**config.mk**
```make
export PLATFORM = sky130hd
export DESIGN_NAME = seg7_multi_display
export DESIGN_NICKNAME = d
export VERILOG_FILES = /design/src/rtl/seg7_multi_display.sv
export SDC_FILE = /design/constraint.sdc
export NUM_CORES = 1
export LEC_CHECK = 0
export BUFFER_PORTS_ARGS = -buffer_cell sky130_fd_sc_hd__buf_4
export CAP_MARGIN = 20
export CORE_MARGIN = 3
export CORE_UTILIZATION = 60
export DETAILED_ROUTE_END_ITERATION = 7
export HOLD_SLACK_MARGIN = 0.02
export PLACE_DENSITY = 0.81
export SLEW_MARGIN = 30
export SYNTH_ARGS = -nofsm -noshare
export SYNTH_HDL_FRONTEND = slang
export SYNTH_SLANG_ARGS = --single-unit
```
**constraint.sdc**
```tcl
create_clock -name clk -period 7 [get_ports clk]
set_input_delay 1.4 -clock clk [delete_from_list [all_inputs] [get_ports clk]]
set_output_delay 1.4 -clock clk [all_outputs]
set_load 0.02 [all_outputs]
```
**src/rtl/seg7_multi_display.sv**
```systemverilog
// seg7_multi_display
//   Multi-digit 7-segment controller for the DE1-SoC HEX bank. A binary value
//   is accepted through a valid/ready handshake and shown in hex or decimal.
//   Decimal values pass through a sequential double-dabble converter, one bit
//   per cycle. The block supports per-digit decimal points, leading-zero
//   blanking, an overflow indication (all digits show a dash) and whole-display
//   blinking.
//
// Ports
//   clk          system clock, single domain
//   rst          synchronous reset, active-high
//   in_valid     in_data/in_dec/in_blank_lz/in_dots are valid
//   in_ready     block can accept a new value (high only in IDLE)
//   in_data      unsigned value to display
//   in_dec       1 = decimal, 0 = hex
//   in_blank_lz  1 = blank leading zero digits (digit 0 is never blanked)
//   in_dots      decimal point per digit, 1 = lit
//   blink_en     1 = whole display blinks (live input, not captured)
//   busy         conversion in progress (= ~in_ready)
//   overflow     last displayed value did not fit in NUM_DIGITS digits
//   seg_out      digit k = seg_out[8k+7:8k], active-low, bit7 = dp,
//                [6:0] = {g,f,e,d,c,b,a}
//
// Handshake: a transfer happens on a rising edge where in_valid && in_ready.
//   in_ready depends only on the FSM state, never on in_valid. in_valid seen
//   while in_ready is low is ignored; nothing is queued.
//
// The FSM state register is named `state` (IDLE/CONV/LOAD) so checkers can
// bind to it directly.

module seg7_multi_display #(
  parameter int NUM_DIGITS = 6,
  parameter int DATA_W     = 24,
  parameter int BLINK_DIV  = 25000000
) (
  input  logic                    clk,
  input  logic                    rst,
  input  logic                    in_valid,
  output logic                    in_ready,
  input  logic [DATA_W-1:0]       in_data,
  input  logic                    in_dec,
  input  logic                    in_blank_lz,
  input  logic [NUM_DIGITS-1:0]   in_dots,
  input  logic                    blink_en,
  output logic                    busy,
  output logic                    overflow,
  output logic [8*NUM_DIGITS-1:0] seg_out
);

  localparam int SW  = 8 * NUM_DIGITS;
  // One extra BCD digit above the displayed ones catches decimal overflow.
  localparam int BW  = 4 * NUM_DIGITS + 4;
  localparam int HW  = (DATA_W > 4 * NUM_DIGITS) ? DATA_W : 4 * NUM_DIGITS;
  localparam int CW  = $clog2(DATA_W + 1);
  localparam int BCW = $clog2(BLINK_DIV);

  localparam logic [1:0] IDLE = 2'd0;
  localparam logic [1:0] CONV = 2'd1;
  localparam logic [1:0] LOAD = 2'd2;

  logic [1:0]            state;

  // Captured request fields
  logic [DATA_W-1:0]     data_r;
  logic                  dec_r;
  logic                  blank_r;
  logic [NUM_DIGITS-1:0] dots_r;

  // Double-dabble datapath
  logic [BW-1:0]         bcd;
  logic [BW-1:0]         bcd_adj;
  logic [DATA_W-1:0]     sh;
  logic                  dd_sticky;
  logic [CW-1:0]         cnt;

  // Display registers
  logic [SW-1:0]         seg_reg;
  logic [SW-1:0]         load_seg;
  logic                  load_ovf;
  logic                  hex_ovf;
  logic [HW-1:0]         hex_ext;

  // Blink
  logic [BCW-1:0]        blink_cnt;
  logic                  blink_phase;

  // Per-digit scratch used by the LOAD glyph builder
  logic [3:0]            dig;
  logic [6:0]            gly;
  logic                  nz_seen;

  function automatic logic [6:0] glyph(input logic [3:0] v);
    case (v)
      4'h0: glyph = 7'h40;
      4'h1: glyph = 7'h79;
      4'h2: glyph = 7'h24;
      4'h3: glyph = 7'h30;
      4'h4: glyph = 7'h19;
      4'h5: glyph = 7'h12;
      4'h6: glyph = 7'h02;
      4'h7: glyph = 7'h78;
      4'h8: glyph = 7'h00;
      4'h9: glyph = 7'h18;
      4'hA: glyph = 7'h08;
      4'hB: glyph = 7'h03;
      4'hC: glyph = 7'h46;
      4'hD: glyph = 7'h21;
      4'hE: glyph = 7'h06;
      default: glyph = 7'h0E;
    endcase
  endfunction

  assign in_ready = (state == IDLE);
  assign busy     = ~in_ready;

  assign hex_ext = HW'(data_r);

  // Hex overflow only exists when in_data is wider than the displayed digits.
  generate
    if (DATA_W > 4 * NUM_DIGITS) begin : g_hex_ovf
      assign hex_ovf = |data_r[DATA_W-1:4*NUM_DIGITS];
    end else begin : g_no_hex_ovf
      assign hex_ovf = 1'b0;
    end
  endgenerate

  // Add-3 correction applied before each shift.
  always_comb begin
    bcd_adj = bcd;
    for (int i = 0; i < BW / 4; i++) begin
      if (bcd[4*i +: 4] >= 4'd5) bcd_adj[4*i +: 4] = bcd[4*i +: 4] + 4'd3;
    end
  end

  // Glyph builder for LOAD. Walks from the top digit down so nz_seen tells
  // whether any more-significant digit (or this one) is nonzero.
  always_comb begin
    load_ovf = dec_r ? (dd_sticky | (bcd[BW-1 -: 4] != 4'd0)) : hex_ovf;
    load_seg = '1;
    nz_seen  = 1'b0;
    dig      = 4'd0;
    gly      = 7'h7F;
    for (int k = NUM_DIGITS - 1; k >= 0; k--) begin
      dig     = dec_r ? bcd[4*k +: 4] : hex_ext[4*k +: 4];
      nz_seen = nz_seen | (dig != 4'd0);
      if (load_ovf)                            gly = 7'h3F;
      else if (blank_r && !nz_seen && k != 0)  gly = 7'h7F;
      else                                     gly = glyph(dig);
      load_seg[8*k +: 8] = {~dots_r[k], gly};
    end
  end

  always_ff @(posedge clk) begin
    if (rst) begin
      state     <= IDLE;
      data_r    <= '0;
      dec_r     <= 1'b0;
      blank_r   <= 1'b0;
      dots_r    <= '0;
      bcd       <= '0;
      sh        <= '0;
      dd_sticky <= 1'b0;
      cnt       <= '0;
      seg_reg   <= '1;
      overflow  <= 1'b0;
    end else begin
      case (state)
        IDLE: begin
          if (in_valid) begin
            data_r    <= in_data;
            dec_r     <= in_dec;
            blank_r   <= in_blank_lz;
            dots_r    <= in_dots;
            bcd       <= '0;
            sh        <= in_data;
            dd_sticky <= 1'b0;
            cnt       <= '0;
            state     <= in_dec ? CONV : LOAD;
          end
        end
        CONV: begin
          bcd       <= {bcd_adj[BW-2:0], sh[DATA_W-1]};
          sh        <= sh << 1;
          // A carry out of the extra digit means the value is far too large;
          // remember it since the BCD register alone would wrap.
          dd_sticky <= dd_sticky | bcd_adj[BW-1];
          cnt       <= cnt + 1'b1;
          if (cnt == CW'(DATA_W - 1)) state <= LOAD;
        end
        LOAD: begin
          seg_reg  <= load_seg;
          overflow <= load_ovf;
          state    <= IDLE;
        end
        default: state <= IDLE;
      endcase
    end
  end

  // Free-running blink timebase, independent of the display FSM.
  always_ff @(posedge clk) begin
    if (rst) begin
      blink_cnt   <= '0;
      blink_phase <= 1'b0;
    end else if (blink_cnt == BCW'(BLINK_DIV - 1)) begin
      blink_cnt   <= '0;
      blink_phase <= ~blink_phase;
    end else begin
      blink_cnt   <= blink_cnt + 1'b1;
    end
  end

  // Blanking during the off phase is purely combinational, so the captured
  // content reappears unchanged in the next on phase.
  assign seg_out = (blink_en && blink_phase) ? '1 : seg_reg;

endmodule

```
=== After elaboration in Yosys (flattened, before gate mapping) ===
Memory sizes are Yosys's and may differ from the RTL's.
Cells that the tools add are included.

* Register bits after elaboration: 167
* Bits in latches: 0
* RAM bits: 0
* Memory bits (read-only): 672
* Logic and storage cells: 116
* Memories kept: 6

{| class="wikitable"
|+ Memories
! memory !! words !! bits a word !! rd ports !! clocked after Yosys merged registers in !! wr ports !! line !! RTL
|-
| (name not given) || 16 || 7 || 1 || 0 || 0 || 93 || <nowiki>case (v)</nowiki>
|-
| (name not given) || 16 || 7 || 1 || 0 || 0 || 93 ||
|-
| (name not given) || 16 || 7 || 1 || 0 || 0 || 93 ||
|-
| (name not given) || 16 || 7 || 1 || 0 || 0 || 93 ||
|-
| (name not given) || 16 || 7 || 1 || 0 || 0 || 93 ||
|-
| (name not given) || 16 || 7 || 1 || 0 || 0 || 93 ||
|}

* Add/subtract/negate cells: 9
* Multiply operators: 0
* Div/mod/pow operators: 0
* Order comparisons: 7
* Equality and inequality tests: 6
* Shifts and indexed selects: 0
* Multiplexer cells: 38
* Bitwise operators: 14
* Reductions and logical operators: 23

{| class="wikitable"
|+ Operators by type and width
! operator !! count
|-
| $mux 7 || 11
|-
| $pmux 28 s2 || 1
|-
| $mux 4 || 13
|-
| $mux 48 || 1
|-
| $pmux 24 s2 || 1
|-
| $add 4x2->4 const B || 7
|-
| $ge 4x3->1 const B || 7
|-
| $mux 28 || 1
|-
| $add 25x1->25 const B || 1
|-
| $eq 25x25->1 const B || 1
|-
| $mux 24 || 1
|-
| $reduce_bool 4->1 || 6
|-
| $pmux 5 s2 || 1
|-
| $not 1->1 || 8
|-
| $logic_and 1x1->1 || 6
|-
| $mux 2 || 3
|-
| $or 1x1->1 || 6
|-
| $reduce_and 2->1 || 3
|-
| $add 5x1->5 const B || 1
|-
| $eq 5x5->1 const B || 1
|-
| $logic_not 1->1 || 5
|-
| $mux 5 || 1
|-
| $ne 2x2->1 const B || 2
|-
| $pmux 2 s2 || 1
|-
| 7 further kinds || 8
|}

=== Longest topological paths before layout ===
* Depth in word-level cells: 10
* Mapped depth: 10
* Mapped depth without buffers: 8

=== Worst setup path after synthesis ===
Ideal clock, no wire load.

* Path type: input-to-output
* Start: input blink_en
* End: output seg_out[27]
* Data arrival time: 2.243 ns
* Required time: 5.600 ns
* Setup slack: 3.357 ns
* Stages: 4
* Buffers on the path: 2
* Cell sequence: nand2_1 clkbuf_1 clkbuf_1 nand2b_1

* Longest elaborated chain between the ends: 2

{| class="wikitable"
|+ RTL lines
! item !! line !! RTL
|-
| from (decl) || 44 || <nowiki>input logic blink_en,</nowiki>
|-
| $logic_and 1x1->1 || 215 || <nowiki>assign seg_out = (blink_en && blink_phase) ? '1 : seg_reg;</nowiki>
|-
| $mux 48 || 215 ||
|-
| to (decl) || 47 || <nowiki>output logic [8*NUM_DIGITS-1:0] seg_out</nowiki>
|}

No other way between the ends.

=== Final worst setup path ===
* Start: input blink_en
* End: output seg_out[30]

The elaborated chain is that of the path after synthesis.

==> key figures <==
Outcome
  • Status: completed

Setup path
  • Flop2flop setup slack: between 4000 and 5000 ps
  • CP Cell Sequence: buf_4, nand2_1, buf_4, nand2b_1, buf_4
  • Setup crit end kind: output port
  • Startpoint types: primary input
  • CP max-delay cell: buf_4
  • Worst path bufs/invs: 3
  • Crit Path Class: primary input to output port
  • R2R Path Start: dec_r
  • Worst Path Arrival: approximately 2300 ps
  • Reg2reg end: seg_reg[8]
  • Cell depth of the worst setup path: 5
  • Worst path max stage delay: 380 ps
  • Crit Path Max Fanout: 48
  • Most used cell, CP: buf_4
  • Required time of the critical path: between 5000 and 6000 ps
  • CP top delay family: buffers and inverters
  • R2r worst-path depth: 7

Power and ir drop
  • Flop pwr share: ~45%
  • Internal Power: 1.65 mW
  • Pwr dens: ~230 mW/mm2
  • Logic gate share of total power: between 15 and 20%
  • Clock network power share: a little under two fifths
  • Sw frac: about 28%
  • Sw Pwr: roughly 0.64 mW
  • Pleak: ~3.8 nW
  • Max VDD drop: roughly 170 uV

Flow run
  • Maxcap violations: 0

Synthesis
  • Sequential-to-total area share from yosys stat: a little under two fifths
  • Synthesized net count: about 1200
  • FFs w/ async S/R, synth: 0%
  • Synth warn: 0
  • Syn Area/Cell: around 8 um2
  • Post-synth cell types: 61
  • Post-Syn Instances: around 1100
  • Synth Flop Type: dfxtp_1
  • Synth Register Bits: between 150 and 200
  • Number of synthesized flops with an enable pin: 0
  • Netlist Area Pre-Place: 0.00888 mm2

Detailed routing
  • Post-Route WL: about 20000 um
  • DR iter-0 viols: 700
  • Wire length per cell: about 15 um
  • Via count: 7809
  • Post-DRT Antenna Nets: 0
  • Drt pass-1 iters: 5
  • DR vias/cell: slightly below 6
  • DRC violation count after routing: 0

Global routing
  • Initial antenna violation count: 0
  • GRT Residual Overflow: 0
  • Global Route Usage Sum: 24.2%
  • Largest net degree at the start of global routing: around 90
  • Vias in the first global route: between 6000 and 7000
  • First-pass GRT wire length: ~33000 um

STA
  • Worst-Margin Slew: 869 ps
  • Final setup viols: 0
  • Max Clock Freq: 273 MHz
  • Final Hold Vio Count: 0
  • RSZ-0062 raised after global routing: no
  • Clk_skew: approximately 5.3 ps
  • Final Max Slew Viols: 0
  • Setup TNS: 0 ps
  • Relative slew slack: roughly 42%
  • Final Critical Period: approximately 3700 ps
  • Hold_ws: between 400 and 500 ps
  • Final Cycle Share: between 50% and 60%

Floorplan
  • IO Pins: 87
  • Core area: between 0.01 and 0.015 mm2
  • Initial Utilization: between 60% and 70%
  • DIE AREA: 0.0163 mm2
  • # rows: 43
  • Die Wd: roughly 130 um
  • Die Y: 128 um

Clocking
  • Postcts setup bufs: 0
  • Reg clk slew, reported paths: around 60 ps
  • Clk Latency, worst-skew pair: between 400 and 500 ps
  • Cell chosen for the clock root: clkbuf_16
  • PostCTS Resize Cnt: 0
  • CTS tree: done
  • Clock sink count: around 170
  • CTS Buffer Depth: 2
  • H-tree depth: 4
  • Hold_buf cts: 0
  • Num CTS Buffers: 17

Layout
  • Area Growth Syn to Fin: 14.0%
  • FILL cells: ~1200
  • Post-layout util: between 70% and 80%
  • Final nets: between 1000 and 1500
  • Final cell count without fillers: 1355
  • Post-route cell area: 0.0101 mm2
  • Max reg flops: between 40 and 50
  • Proportion of layout cells with a drive suffix above 1: around an eighth
  • Antenna cell count: 0

Min path
  • Hold Path Origin: seg_reg[31]
  • Worst Hold End: seg_reg[31]
  • Min-Delay Path Class: flip-flop to flip-flop
  • Worst hold path cell count: 1

Place
  • Cells after DPL: ~1300
  • Cell Area, Placed: ~0.0096 mm2
  • GPL Wtd Cong: approximately 0.9
  • Port Buf Inserts: 86
  • Post-DP HPWL: around 14000 um
==> power by group through the flow <==
stage                     Combinational [mW]  Sequential (mW)  Clock [mW]
after floorplan                        0.271             1.04           0
after global placement                 0.369             1.05           0
after detailed placement               0.375             1.05           0
after CTS                              0.378             1.03       0.885
after global routing                   0.418             1.04       0.925
final                                  0.380             1.03       0.875
==> layout make-up <==
class | count | area, um2 | area share (%)
repair buffers | 95 | 713 | 7.05
flip-flops and latches | 167 | 3340 | 33.0
inverters | 37 | 139 | 1.37
clock buffers | 21 | 450 | 4.45
multi-input cells | 845 | 5150 | 50.9
well taps | 180 | 225 | 2.23
clock inverters | 10 | 97.6 | 0.964
==> synthesized netlist by cell type, types with 4 or more instances <==
master	count	share of area [%]
nand2_1	167	7.1
ha_1	47	6.6
mux2i_1	22	2.5
nand4_1	5	0.35
o21bai_1	8	0.68
nand3_1	45	2.5
nor4_1	10	0.70
clkbuf_1	49	2.1
a211o_1	11	1.1
buf_1	6	0.25
xnor2_1	24	2.4
a31oi_1	39	2.7
xor2_1	13	1.3
dfxtp_1	167	38
nor2b_1	4	0.28
nand2b_1	71	5.0
buf_2	5	0.28
o21ai_1	9	0.51
nor2_1	104	4.4
o22ai_1	5	0.35
a211oi_1	5	0.42
a21oi_1	99	5.6
and2_1	7	0.49
o211ai_1	7	0.59
inv_1	37	1.6
nor3_1	30	1.7
mux2_2	12	1.5
a2111oi_0	5	0.49
o21ai_0	33	1.9
a221oi_1	5	0.49
==> worst reg2reg max path: stages, from the launching register on <==
cell and delay (ps):
dfxtp_2 320, buf_4 510, mux2i_1 590, ha_1 370
nand4_4 190, nor4_4 440, a31oi_1 280, a21oi_1 190
==> how the worst max path moves through the flow <==
stage / startpoint / to / slack, ps
final: blink_en / seg_out[30] / 3340
after global routing: blink_en / seg_out[46] / 3230
after CTS: blink_en / seg_out[21] / 3320
after detailed placement: blink_en / seg_out[46] / 3320
after global placement: blink_en / seg_out[40] / 3390
after floorplan: blink_en / seg_out[27] / 3360
==> cells by family (layout without fill, tap and decap cells) <==
| group | after synthesis | count (layout) | share of synthesized area, % |
|---|---|---|---|
| adder cells (fa/ha/maj) | 47 | 47 | 6.62 |
| AND/OR/NAND/NOR | 468 | 468 | 25.0 |
| XOR/XNOR | 37 | 37 | 3.65 |
| buffers and inverters | 101 | 163 | 4.59 |
| AO/OA/AOI/OAI | 255 | 255 | 17.7 |
| flip-flops | 167 | 167 | 37.6 |
| multiplexers | 38 | 38 | 4.82 |
==> routing by layer <==
layer	up-vias	GRT usage, %	part of all wire [%]
li1	3972	-	-
met1	3616	37.4	52
met2	204	35.3	42
met3	17	3.92	5.3
met4	0	6.05	0.94
met5	-	0	0
==> metrics by stage <==
stage	setup slack [ps]	total power, mW
finish	3340	2.29
global route	3230	2.38
CTS	3320	2.30
global placement	3390	1.42
detailed placement	3320	1.43
floorplan	3360	1.31
==> placed cells by master, fill, tap and decap left out, drive strengths merged, types with 6 or more instances in the layout <==
master,synthesis,final
a21oi,99,99
nor2,104,104
mux2,12,12
nand2,168,168
nor3,31,31
xnor2,24,24
o211ai,7,7
mux2i,26,26
ha,47,47
buf,15,95
o21ai,42,42
a31oi,39,39
dfxtp,167,167
clkbuf,49,21
xor2,13,13
nand4,6,6
nor4,11,11
a211o,11,11
nand2b,71,71
inv,37,39
nand3,46,46
and2,7,7
o21bai,8,8
No activity file was read; power rests on OpenSTA's default activity.
